<file path="config.mk">
export PLATFORM = sky130hd
export DESIGN_NAME = reg_decoder_n
export DESIGN_NICKNAME = d
export VERILOG_FILES = /design/src/rtl/decoder_pkg.sv /design/src/rtl/scan_tick_gen.sv /design/src/rtl/reg_decoder_n.sv
export SDC_FILE = /design/constraint.sdc
export NUM_CORES = 1
export LEC_CHECK = 0
export BUFFER_PORTS_ARGS = -buffer_cell sky130_fd_sc_hd__buf_2
export CAP_MARGIN = 20
export CORE_AREA = 5 5 42 44
export CTS_CLUSTER_SIZE = 28
export DETAILED_ROUTE_END_ITERATION = 16
export DIE_AREA = 0 0 47 49
export GPL_TIMING_DRIVEN = 0
export SETUP_SLACK_MARGIN = 0.2
export SKIP_CTS_REPAIR_TIMING = 1
export SYNTH_ARGS = -nofsm -noshare
export SYNTH_HDL_FRONTEND = slang
export SYNTH_SLANG_ARGS = --single-unit
</file>
<file path="constraint.sdc">
create_clock -name clk -period 3.8 [get_ports clk]
set_input_delay 0.19 -clock clk [delete_from_list [all_inputs] [get_ports clk]]
set_output_delay 0.19 -clock clk [all_outputs]
set_load 0.05 [all_outputs]
</file>
<file path="src/rtl/decoder_pkg.sv">
// decoder_pkg: mode encodings and one-hot decode shared by the decoder family
package decoder_pkg;
  localparam int MAX_SEL_W = 5;
  localparam int ONEHOT_W = 1 << MAX_SEL_W;
  typedef enum logic {MODE_DIRECT = 1'b0, MODE_SCAN = 1'b1} mode_e;
  function automatic logic [ONEHOT_W-1:0] onehot(input logic [MAX_SEL_W-1:0] s);
    return ONEHOT_W'(1) << s;
  endfunction
endpackage

</file>
<file path="src/rtl/scan_tick_gen.sv">
// scan_tick_gen: prescaler counting 0..DIV-1 while running, flagging the wrap cycle
module scan_tick_gen #(
  parameter int DIV = 4
) (
  input  logic clk,
  input  logic rst,
  input  logic run,
  input  logic clr,
  output logic wrap
);
  localparam int CW = DIV > 1 ? $clog2(DIV) : 1;
  logic [CW-1:0] cnt;
  assign wrap = run && cnt == CW'(DIV - 1);
  // count while running; idle, clear or wrap return the count to 0
  always_ff @(posedge clk or posedge rst)
    if (rst) cnt <= '0;
    else cnt <= (!run || clr || wrap) ? '0 : cnt + CW'(1);
endmodule

</file>
<file path="src/rtl/reg_decoder_n.sv">
// reg_decoder_n: registered one-hot line decoder with direct and auto-scan modes
module reg_decoder_n
  import decoder_pkg::*;
#(
  parameter int SEL_W = 2,
  parameter int DIV = 4,
  parameter int ACT_LOW = 0
) (
  input  logic                  clk,
  input  logic                  rst,
  input  logic                  en,
  input  logic                  mode,
  input  logic                  load,
  input  logic [SEL_W-1:0]      i1,
  output logic [(1<<SEL_W)-1:0] o1,
  output logic [SEL_W-1:0]      idx,
  output logic                  tick,
  output logic                  valid
);
  localparam int N = 1 << SEL_W;
  logic [N-1:0] oh;
  logic [SEL_W-1:0] nidx;
  logic run, wrap;
  assign run = en && mode == MODE_SCAN;
  scan_tick_gen #(.DIV(DIV)) u_tick (
    .clk(clk),
    .rst(rst),
    .run(run),
    .clr(load),
    .wrap(wrap)
  );
  // direct mode and scan jumps take i1; a scan wrap steps to the next line
  always_comb nidx = (!run || load) ? i1 : wrap ? idx + SEL_W'(1) : idx;
  // disabled blanks the lines but keeps idx; enabled registers the next line
  always_ff @(posedge clk or posedge rst)
    if (rst) begin
      idx <= '0;
      oh <= '0;
      tick <= 1'b0;
      valid <= 1'b0;
    end else if (!en) begin
      oh <= '0;
      tick <= 1'b0;
      valid <= 1'b0;
    end else begin
      idx <= nidx;
      oh <= N'(onehot(MAX_SEL_W'(nidx)));
      tick <= run && !load && wrap;
      valid <= 1'b1;
    end
  assign o1 = ACT_LOW != 0 ? ~oh : oh;
endmodule

</file>
# After elaboration in Yosys (flattened, before gate mapping)
# Cells that the tools add are included.
[classes] add_sub_neg=2 n_eq_ne=1 shift=1 mux=6 n_reduce_logical=8
[op_table] cell="two-way mux 2 bit" n=3
[op_table] cell="adder 2 x 1 -> 2 bit, second input constant" n=2
[op_table] cell="logical AND 1 bit" n=4
[op_table] cell="two-way mux 4 bit" n=1
[op_table] cell="<< shifter 1 x 2 -> 4 bit, first input constant" n=1
[op_table] cell="equality test 2 bit, second input constant" n=1
[op_table] cell="logical NOT 1 bit" n=2
[op_table] cell="logical OR 1 bit" n=2
[op_table] cell="two-way mux 1 bit" n=2
[word_totals] register_bits=10 output_inout_bits=8 wordCells=23

# Longest topological paths before layout
# Gate-level depths: netlist of run 1.
[depth] ltp_word=6 mapped_depth=5 ltp_nobuf=4

# By module
# A second synthesis of run 1 with hierarchy kept.
[hier_totals] hier_cells=40 hier_area_um2=480.5
[by_module_without_submodules] mod="reg_decoder_n" n_inst=1 cells_per_inst=33 area_each_um2=380.4 seq_area_each_um2=200.2
[by_module_without_submodules] mod="scan_tick_gen" n_inst=1 cells_per_inst=7 area_each_um2=100.1 seq_area_each_um2=50.0

# Worst setup path before layout of run 1
# OpenSTA, ideal clock, no wires.
[synth_timing] path_kind="reg2reg" start="register idx[0]" end="register idx[0]" t_arrival_ps=1377 t_required_ps=3675 setup_slack_ps=2298 stages_incl_launch_ff=4 path_buffers=0 period_less_slack_ps=1502 path_cell_list="dfrtp_1 -> xor2_1 -> mux2_4 -> mux2_4"
[synth_between] elab_chain_cells=3
[synth_lines] element="start, declared" line="reg_decoder_n.sv:16" text="output logic [SEL_W-1:0] idx,"
[synth_lines] element="start signal, assigned" line="reg_decoder_n.sv:46" text="idx <= nidx;"
[synth_lines] element="adder 2 x 1 -> 2 bit" line="reg_decoder_n.sv:33" text="always_comb nidx = (!run || load) ? i1 : wrap ? idx + SEL_W'(1) : idx;"
[synth_lines] element="two-way mux 2 bit * (2 in series)" line="reg_decoder_n.sv:33"
# Every way passes the cells marked *; elsewhere a longest branch is shown, timed or not.
# A chain may end at the register's enable or synchronous reset.

# Final worst setup path of run 1
[layout_timing] start="register u_tick.cnt[0]" end="register idx[0]"
[layout_between] elab_chain_cells=4
[layout_lines] element="start, declared" line="scan_tick_gen.sv:12" text="logic [CW-1:0] cnt;"
[layout_lines] element="start signal, assigned" line="scan_tick_gen.sv:17" text="else cnt <= (!run || clr || wrap) ? '0 : cnt + CW'(1);"
[layout_lines] element="equality test 2 bit" line="scan_tick_gen.sv:13" text="assign wrap = run && cnt == CW'(DIV - 1);"
[layout_lines] element="logical AND 1 bit" line="scan_tick_gen.sv:13"
[layout_lines] element="two-way mux 2 bit (2 in series)" line="reg_decoder_n.sv:33"
# No other way between the ends.

==> flow_metrics.env, run 1 <==
export IMPL_outcome="finished, final reports clean"
export IMPL_cap_violations=0
export IMPL_groute_layer_met3_usage=0.0554
export IMPL_synth_edf_count=0
export IMPL_clkLatencyLatePin_ns=0.25
export IMPL_finalMaxSlewViolations=0
export IMPL_cp_slowest_cell="dfrtp_1"
export IMPL_port_buffers=14
export IMPL_p_per_area_nw_per_um2=394
export IMPL_first_iter_violations=3
export IMPL_synth_area_leaders="dfrtp_1, mux2_4, buf_6"
export IMPL_required_ns=3.94
export IMPL_diodes=0
export IMPL_setup_viol=0
export IMPL_gr_usage_met1=0.120
export IMPL_first_global_vias=341
export IMPL_cpLargestDelayFamily="multiplexers"
export IMPL_groute_usage_overall=0.0959
export IMPL_setup_ws_ns=2.28
export IMPL_h_tree_depth=1
export IMPL_critPathBufInv=1
export IMPL_synthArstFlopShare=1.00
export IMPL_use_met2=0.131
export IMPL_syn_to_final_growth_pct=25.0
export IMPL_drcViolationCount=0
export IMPL_worstHoldPathCells=1
export IMPL_numCtsBuffers=3
export IMPL_antenna_found_initial=0
export IMPL_vias=341
export IMPL_ant_nets=0
export IMPL_syn_num_nets=46
export IMPL_avgSynthCellArea_sq_um=12.9
export IMPL_crit_fanout=8
export IMPL_preCtsSetupSlack_ns=2.28
export IMPL_synth_top_area_cell="dfrtp_1"
export IMPL_drt_pass1_iter_count=2
export IMPL_path_clk_slew_ns=0.06
export IMPL_p_leak_nw=0.339
export IMPL_final_cell_mix="buf_2, dfrtp_1, clkbuf_4"
export IMPL_cts_root_buf="clkbuf_4"
export IMPL_clockBufferDepth=2
export IMPL_nFillCells=151
export IMPL_crit_top_cell="mux2_4"
export IMPL_fin_crit_ns=1.52
export IMPL_yosys_warnings=0
export IMPL_peakVddDrop_uv=194
export IMPL_initial_core_util=0.350
export IMPL_ys_ff_latch=10
export IMPL_crit_chain="ha_1, buf_6, xor2_1, mux2_4, mux2_4"
export IMPL_io_pins=15
export IMPL_die_h_um=49
export IMPL_avgViaCountPerCell=4.74
export IMPL_wire_per_inst_um=11.8
export IMPL_drive_above_1_share=0.464
export IMPL_slowest_delay_ns=0.38
export IMPL_path_depth=5
export IMPL_die_area_sq_um=2300
export IMPL_relSlewSlack=0.748
export IMPL_gp_congestion=0.734
export IMPL_synthFlopType="dfrtp_1"
export IMPL_coreArea_sq_um=1400
export IMPL_cts_tree="built"
export IMPL_syn_cell_area_sq_um=490
export IMPL_final_net_count=66
export IMPL_clock_sinks=10
export IMPL_grt_max_degree=11
export IMPL_ff2ff_path_depth=5
export IMPL_fp_dieW_um=47
export IMPL_worstHoldPathType="in2reg"
export IMPL_grt_busiest_layer="met2"
export IMPL_finalSetupTns_ns=0
export IMPL_grt_pass1_wl_mm=1.53
export IMPL_synth_cells=38
export IMPL_start_kind="flip-flop"
export IMPL_max_freq_mhz=660
export IMPL_rows=14
export IMPL_final_common_cell="buf_2"
export IMPL_ys_seq_area_frac=0.510
export IMPL_skew_ns=0.00208
export IMPL_critPathKind="reg2reg"
export IMPL_overflow=0
export IMPL_max_slew_worst_pin_slew_ns=0.377
export IMPL_rsz0062_at_grt="no"
export IMPL_cp_end_kind="flip-flop"
export IMPL_hold_viol_final=0
export IMPL_finalInstanceArea_sq_um=613
export IMPL_yosys_area_top_type_share=0.510
export IMPL_synth_cell_type_count=23
export IMPL_wl_um=850
export IMPL_place_area_sq_um=581
export IMPL_arrival_ns=1.66
export IMPL_fin_crit_sh=0.399
-- routing by layer --
metal	vias up	wire, um
li1	172	-
met1	162	363
met2	7	436
met3	0	50
met4	0	0
met5	-	0
-- layout make-up --
class	count	area [sq um]	area share
Inverter	2	7.51	0.0122
Timing Repair Buffer	15	80.1	0.131
Clock buffer	3	22.5	0.0367
Multi-Input combinational cell	23	205	0.335
Tap cell	16	20.0	0.0327
Sequential cell	10	250	0.408
Buffer	3	27.5	0.0449
-- synthesized netlist by cell type, drive strengths merged, types with 2 or more instances --
cell   number
inv         2
buf         3
nor4        2
nor3        2
mux2        2
mux2i       2
a21oi       2
o211a       2
dfrtp      10
-- worst paths after layout --
kind	startpoint	endpoint	slack [ns]
max in group asynchronous	rst	idx[0]	3.09
min in group asynchronous	rst	o1[0]	0.44
max reg2reg	u_tick.cnt[0]	idx[0]	2.28
min	en	valid	0.05
max	u_tick.cnt[0]	idx[0]	2.28
min reg2reg	u_tick.cnt[0]	u_tick.cnt[0]	0.44
-- sequential cells by signal, indices dropped and copies added (netlist names) --
name	flops
o1	4
idx	2
u_tick.cnt	2
tick	1
valid	1
-- where the power goes --
part	switching (mW)	internal, mW
Sequential	0.00534	0.113
Clock	0.0311	0.0363
Combinational	0.0365	0.0198
-- cell families (layout without fill, tap and decap cells) --
family          count (synthesis)  after routing  synth area share
simple gates                   11             11             0.179
buf+inv                         5             23            0.0714
xor+xnor                        1              1            0.0179
compound gates                  6              6            0.0944
mux                             4              4             0.102
flops                          10             10             0.510
fa+ha+maj                       1              1            0.0255
-- through the flow --
step	utilization	power, mW	std cells	hold WS, ns
floorplan	-	0.162	38	0.0302
global placement	0.414	0.176	68	0.184
detailed placement	0.414	0.176	68	0.185
CTS	0.430	0.248	71	-0.102
global route	0.438	0.263	72	0.0326
finish	0.438	0.242	72	0.0524
Power figures use the tool's default switching activity.
==> run 2, diff against run 1 <==
==> constraint.sdc (replaced) <==
create_clock -name clk -period 1.35 [get_ports clk]
set_input_delay 0.0675 -clock clk [delete_from_list [all_inputs] [get_ports clk]]
set_output_delay 0.0675 -clock clk [all_outputs]
set_load 0.05 [all_outputs]
==> run 2 against run 1 <==
Effect of this change:
- the run now ends with negative setup slack left
- final cell count is 5.6% higher
- register-to-register slack worse by 2.4 ns
- cell area is 12% higher
- sequential share of layout area is 3.9 points lower
- clock skew hardly changed
- fmax is 2.3% higher
- clock power grew to 3.9 times the previous value
- wire length is 12% higher
- critical endpoint unchanged
- highest routed layer unchanged
==> flow_metrics.env, run 2 (synthesis results as in run 1) <==
export IMPL_outcome="finished with violations"
export IMPL_violations="negative setup slack"
export IMPL_arrival_ns=1.62
export IMPL_cts_root_buf="clkbuf_4"
export IMPL_h_tree_depth=1
export IMPL_cts_tree="built"
export IMPL_r2r_start="u_tick.cnt[0]"
export IMPL_clock_sinks=10
export IMPL_clkLatencyLatePin_ns=0.26
export IMPL_crit_fanout=6
export IMPL_grt_max_degree=11
export IMPL_max_slew_worst_pin_slew_ns=0.368
export IMPL_fp_dieW_um=47
export IMPL_seqCellArea_sq_um=253
export IMPL_port_buffers=14
export IMPL_final_cell_mix="buf_2, dfrtp_1, clkbuf_4"
export IMPL_ant_nets=0
export IMPL_hp_start="i1[0]"
export IMPL_finalMaxSlewViolations=0
export IMPL_rr_endpoint="idx[0]"
export IMPL_io_pins=15
export IMPL_drive_above_1_share=0.600
export IMPL_final_net_count=69
export IMPL_diodes=0
export IMPL_clockBufferDepth=2
export IMPL_setup_viol=5
export IMPL_largest_reg_flops=4
export IMPL_peakVddDrop_uv=569
export IMPL_path_clk_slew_ns=0.06
export IMPL_start_kind="flip-flop"
export IMPL_coreArea_sq_um=1400
export IMPL_wire_per_inst_um=12.6
export IMPL_cp_end_kind="flip-flop"
export IMPL_holdWs_ns=0.131
export IMPL_rsz0062_at_grt="yes"
export IMPL_skew_ns=0.00195
export IMPL_relSlewSlack=0.754
export IMPL_groute_usage_overall=0.0873
export IMPL_drt_pass1_iter_count=2
export IMPL_worstHoldPathType="in2reg"
export IMPL_fin_crit_ns=1.48
export IMPL_overflow=0
export IMPL_max_freq_mhz=675
export IMPL_p_leak_nw=0.361
export IMPL_critPathKind="reg2reg"
export IMPL_grt_pass1_wl_mm=1.46
export IMPL_syn_to_final_growth_pct=39.5
export IMPL_cap_violations=0
export IMPL_die_area_sq_um=2300
export IMPL_hold_viol_final=0
export IMPL_gp_congestion=0.695
export IMPL_final_common_cell="buf_2"
export IMPL_required_ns=1.49
export IMPL_vias=375
export IMPL_avgViaCountPerCell=4.93
export IMPL_first_global_vias=347
export IMPL_initial_core_util=0.350
export IMPL_drcViolationCount=0
export IMPL_first_iter_violations=1
export IMPL_die_h_um=49
export IMPL_nFillCells=152
export IMPL_ff2ff_path_depth=5
export IMPL_post_dp_hpwl_um=711
export IMPL_r2r_setup_slack_ns=-0.13
export IMPL_finalPower_uw=773
export IMPL_wl_um=954
export IMPL_numCtsBuffers=3
export IMPL_worstHoldPathCells=3
export IMPL_rows=14
export IMPL_fin_crit_sh=1.10
export IMPL_p_per_area_nw_per_um2=1130
export IMPL_multiInputGateArea_sq_um=235
export IMPL_setup_ws_ns=-0.132
export IMPL_whs_endpoint="o1[2]"
export IMPL_antenna_found_initial=0
==> run 2: cell types whose count changed in the layout (fill, tap and decap cells not counted), sizes merged <==
cell         previous run  this run
clkbuf                  3         4
dlygate4sd3             1         2
buf                    17        19
==> run 2: worst max-delay path: stages, from the launching register on <==
cell     delay, ns
dfrtp_1       0.39
ha_2          0.17
buf_6         0.13
xor2_2        0.14
mux2_4        0.28
mux2_4        0.25
==> run 2: power by group <==
group	total [mW]	internal, mW	switching (mW)	leakage (nW)
logic	0.173	0.0644	0.108	0.213
clock network	0.261	0.163	0.0971	0.0210
registers	0.340	0.319	0.0207	0.128
total	0.773	0.547	0.226	0.361
==> run 2: worst max-delay path by stage <==
| stage | start | endpoint | slack (ns) | depth (start not counted) |
|---|---|---|---|---|
| detailed placement | u_tick.cnt[0] | idx[0] | -0.12 | 5 |
| floorplan | u_tick.cnt[0] | idx[0] | -0.09 | 5 |
| CTS | u_tick.cnt[0] | idx[0] | -0.14 | 5 |
| finish | u_tick.cnt[0] | idx[0] | -0.13 | 5 |
| global placement | u_tick.cnt[0] | idx[0] | -0.12 | 5 |
| global route | u_tick.cnt[0] | idx[0] | -0.16 | 5 |
==> run 2: per-layer routing <==
| layer | GRT usage | up-vias | part of all wire |
|---|---|---|---|
| met3 | 0.0258 | 0 | 0.085 |
| li1 | - | 181 | - |
| met1 | 0.124 | 180 | 0.45 |
| met5 | 0 | - | 0 |
| met2 | 0.111 | 14 | 0.46 |
| met4 | 0.0553 | 0 | 0 |
==> run 2: layout make-up <==
type | instances | area share
Sequential cell | 10 | 0.369
Multi-Input combinational cell | 23 | 0.344
Clock buffer | 4 | 0.0530
Buffer | 3 | 0.0402
Tap cell | 16 | 0.0293
Inverter | 2 | 0.0110
Timing Repair Buffer | 18 | 0.154
==> run 2: through the flow <==
| stage | utilization | std cells | setup WS, ns | area (sq um) | TNS, ns |
|---|---|---|---|---|---|
| CTS | 0.444 | 72 | -0.141 | 622 | -0.306 |
| finish | 0.488 | 76 | -0.132 | 684 | -0.375 |
| global placement | 0.418 | 68 | -0.116 | 586 | -0.195 |
| floorplan | - | 38 | -0.0917 | 495 | -0.124 |
| global route | 0.488 | 76 | -0.162 | 684 | -0.623 |
| detailed placement | 0.418 | 68 | -0.122 | 586 | -0.240 |
==> run 3, diff against run 2 <==
--- a/config.mk
+++ b/config.mk
@@ -12,7 +12,7 @@
 export DETAILED_ROUTE_END_ITERATION = 16
 export DIE_AREA = 0 0 47 49
 export GPL_TIMING_DRIVEN = 0
-export SETUP_SLACK_MARGIN = 0.2
+export SETUP_SLACK_MARGIN = 0.5
 export SKIP_CTS_REPAIR_TIMING = 1
 export SYNTH_ARGS = -nofsm -noshare
 export SYNTH_HDL_FRONTEND = slang
==> run 3 against run 2 <==
Effect of this change:
- the flow still finishes with violations (negative setup slack)
- utilization rose by 7.5 points
- combinational power up 25%
- critical path type unchanged
- global-route usage grew 0.17 points
- critical endpoint unchanged
==> flow_metrics.env, run 3 (synthesis results as in run 1) <==
export IMPL_die_area_sq_um=2300
export IMPL_wl_mm=1.03
export IMPL_drive_above_1_share=0.692
export IMPL_clockBufferDepth=2
export IMPL_first_global_vias=338
export IMPL_setup_ws_ns=-0.148
export IMPL_ant_nets=0
export IMPL_cts_root_buf="clkbuf_4"
export IMPL_rsz0062_at_grt="yes"
export IMPL_fp_dieW_um=47
export IMPL_p_leak_nw=0.402
export IMPL_fin_crit_sh=1.11
export IMPL_groute_usage_overall=0.0890
export IMPL_finalSetupTns_ns=-0.397
export IMPL_arrival_ns=1.65
export IMPL_start_kind="flip-flop"
export IMPL_hold_viol_final=0
export IMPL_vias=382
export IMPL_clock_sinks=10
export IMPL_antenna_found_initial=0
export IMPL_crit_fanout=8
export IMPL_io_pins=15
export IMPL_overflow=0
export IMPL_cap_violations=0
export IMPL_grt_max_degree=11
export IMPL_finalInstanceArea_sq_um=790
export IMPL_finalMaxSlewViolations=0
export IMPL_required_ns=1.50
export IMPL_first_iter_violations=0
export IMPL_drcViolationCount=0
export IMPL_outcome="finished with violations"
export IMPL_worstHoldPathType="in2reg"
export IMPL_rows=14
export IMPL_p_per_area_nw_per_um2=1050
export IMPL_post_dp_hpwl_um=656
export IMPL_wire_per_inst_um=12.7
export IMPL_cts_tree="built"
export IMPL_violations="negative setup slack"
export IMPL_diodes=0
export IMPL_path_clk_slew_ns=0.07
export IMPL_die_h_um=49
export IMPL_setup_viol=5
export IMPL_fin_crit_ns=1.50
export IMPL_coreArea_sq_um=1400
export IMPL_place_area_sq_um=586
export IMPL_syn_to_final_growth_pct=61.0
export IMPL_largest_reg_flops=4
export IMPL_skew_ns=0.00273
export IMPL_critPathKind="reg2reg"
export IMPL_clkLatencyLatePin_ns=0.26
export IMPL_max_slew_worst_pin_slew_ns=0.427
export IMPL_avgViaCountPerCell=4.72
export IMPL_final_cell_mix="buf_6, dfrtp_1, buf_2, buf_4, clkbuf_4"
export IMPL_gp_congestion=0.712
export IMPL_drt_pass1_iter_count=1
export IMPL_h_tree_depth=1
export IMPL_relSlewSlack=0.715
export IMPL_cp_end_kind="flip-flop"
export IMPL_initial_core_util=0.350
export IMPL_numCtsBuffers=3
export IMPL_max_freq_mhz=668
export IMPL_port_buffers=14
export IMPL_peakVddDrop_uv=495
export IMPL_final_common_cell="buf_6"
export IMPL_final_net_count=74
export IMPL_grt_pass1_wl_mm=1.49
## run 3: path summary, 6_finish.rpt
kind / start / end / slack (ns) / cells after the start
hold / removal: i1[1] / idx[1] / 0.12 / 3
hold reg to reg: u_tick.cnt[0] / u_tick.cnt[0] / 0.54 / 2
setup / recovery: u_tick.cnt[0] / idx[0] / -0.15 / 5
min in group asynchronous: rst / u_tick.cnt[0] / 0.32 / 3
max in group asynchronous: rst / idx[1] / 0.74 / 3
setup reg to reg: u_tick.cnt[0] / idx[0] / -0.15 / 5
## run 3: area by class of cell
| class | instances | area (sq um) |
|---|---|---|
| clock buffers | 4 | 36.3 |
| repair buffers | 23 | 196 |
| plain buffers | 3 | 27.5 |
| well taps | 16 | 20.0 |
| inverters | 2 | 7.51 |
| flip-flops and latches | 10 | 253 |
| fillers | 122 | 612 |
| multi-input cells | 23 | 249 |
## run 3: stage by stage
step	setup slack [ns]	utilization	cells	power [mW]	hold WS, ns
floorplan	-0.0917	-	38	0.458	-0.0925
global placement	-0.115	0.418	68	0.498	0.0539
detailed placement	-0.127	0.418	68	0.497	0.0647
CTS	-0.137	0.444	72	0.768	-0.222
global route	-0.213	0.563	81	0.864	0.138
finish	-0.148	0.563	81	0.827	0.121
## run 3: layer usage
layer | track usage | part of all wire | up-vias
met5 | 0 | 0 | -
met1 | 0.112 | 0.38 | 188
met3 | 0.0332 | 0.059 | 0
li1 | - | - | 187
met4 | 0.0415 | 0 | 0
met2 | 0.131 | 0.56 | 7
## run 3: power breakdown
| part | leakage, nW | switching, mW | internal [mW] |
|---|---|---|---|
| combinational | 0.253 | 0.115 | 0.101 |
| clock | 0.0210 | 0.106 | 0.164 |
| sequential | 0.128 | 0.0213 | 0.319 |
## run 3: worst max-delay path, stage by stage (launching register included)
cell and delay [ns]:
dfrtp_1 0.39, ha_2 0.18, buf_6 0.13, xor2_2 0.14, mux2_4 0.28, mux2_4 0.26
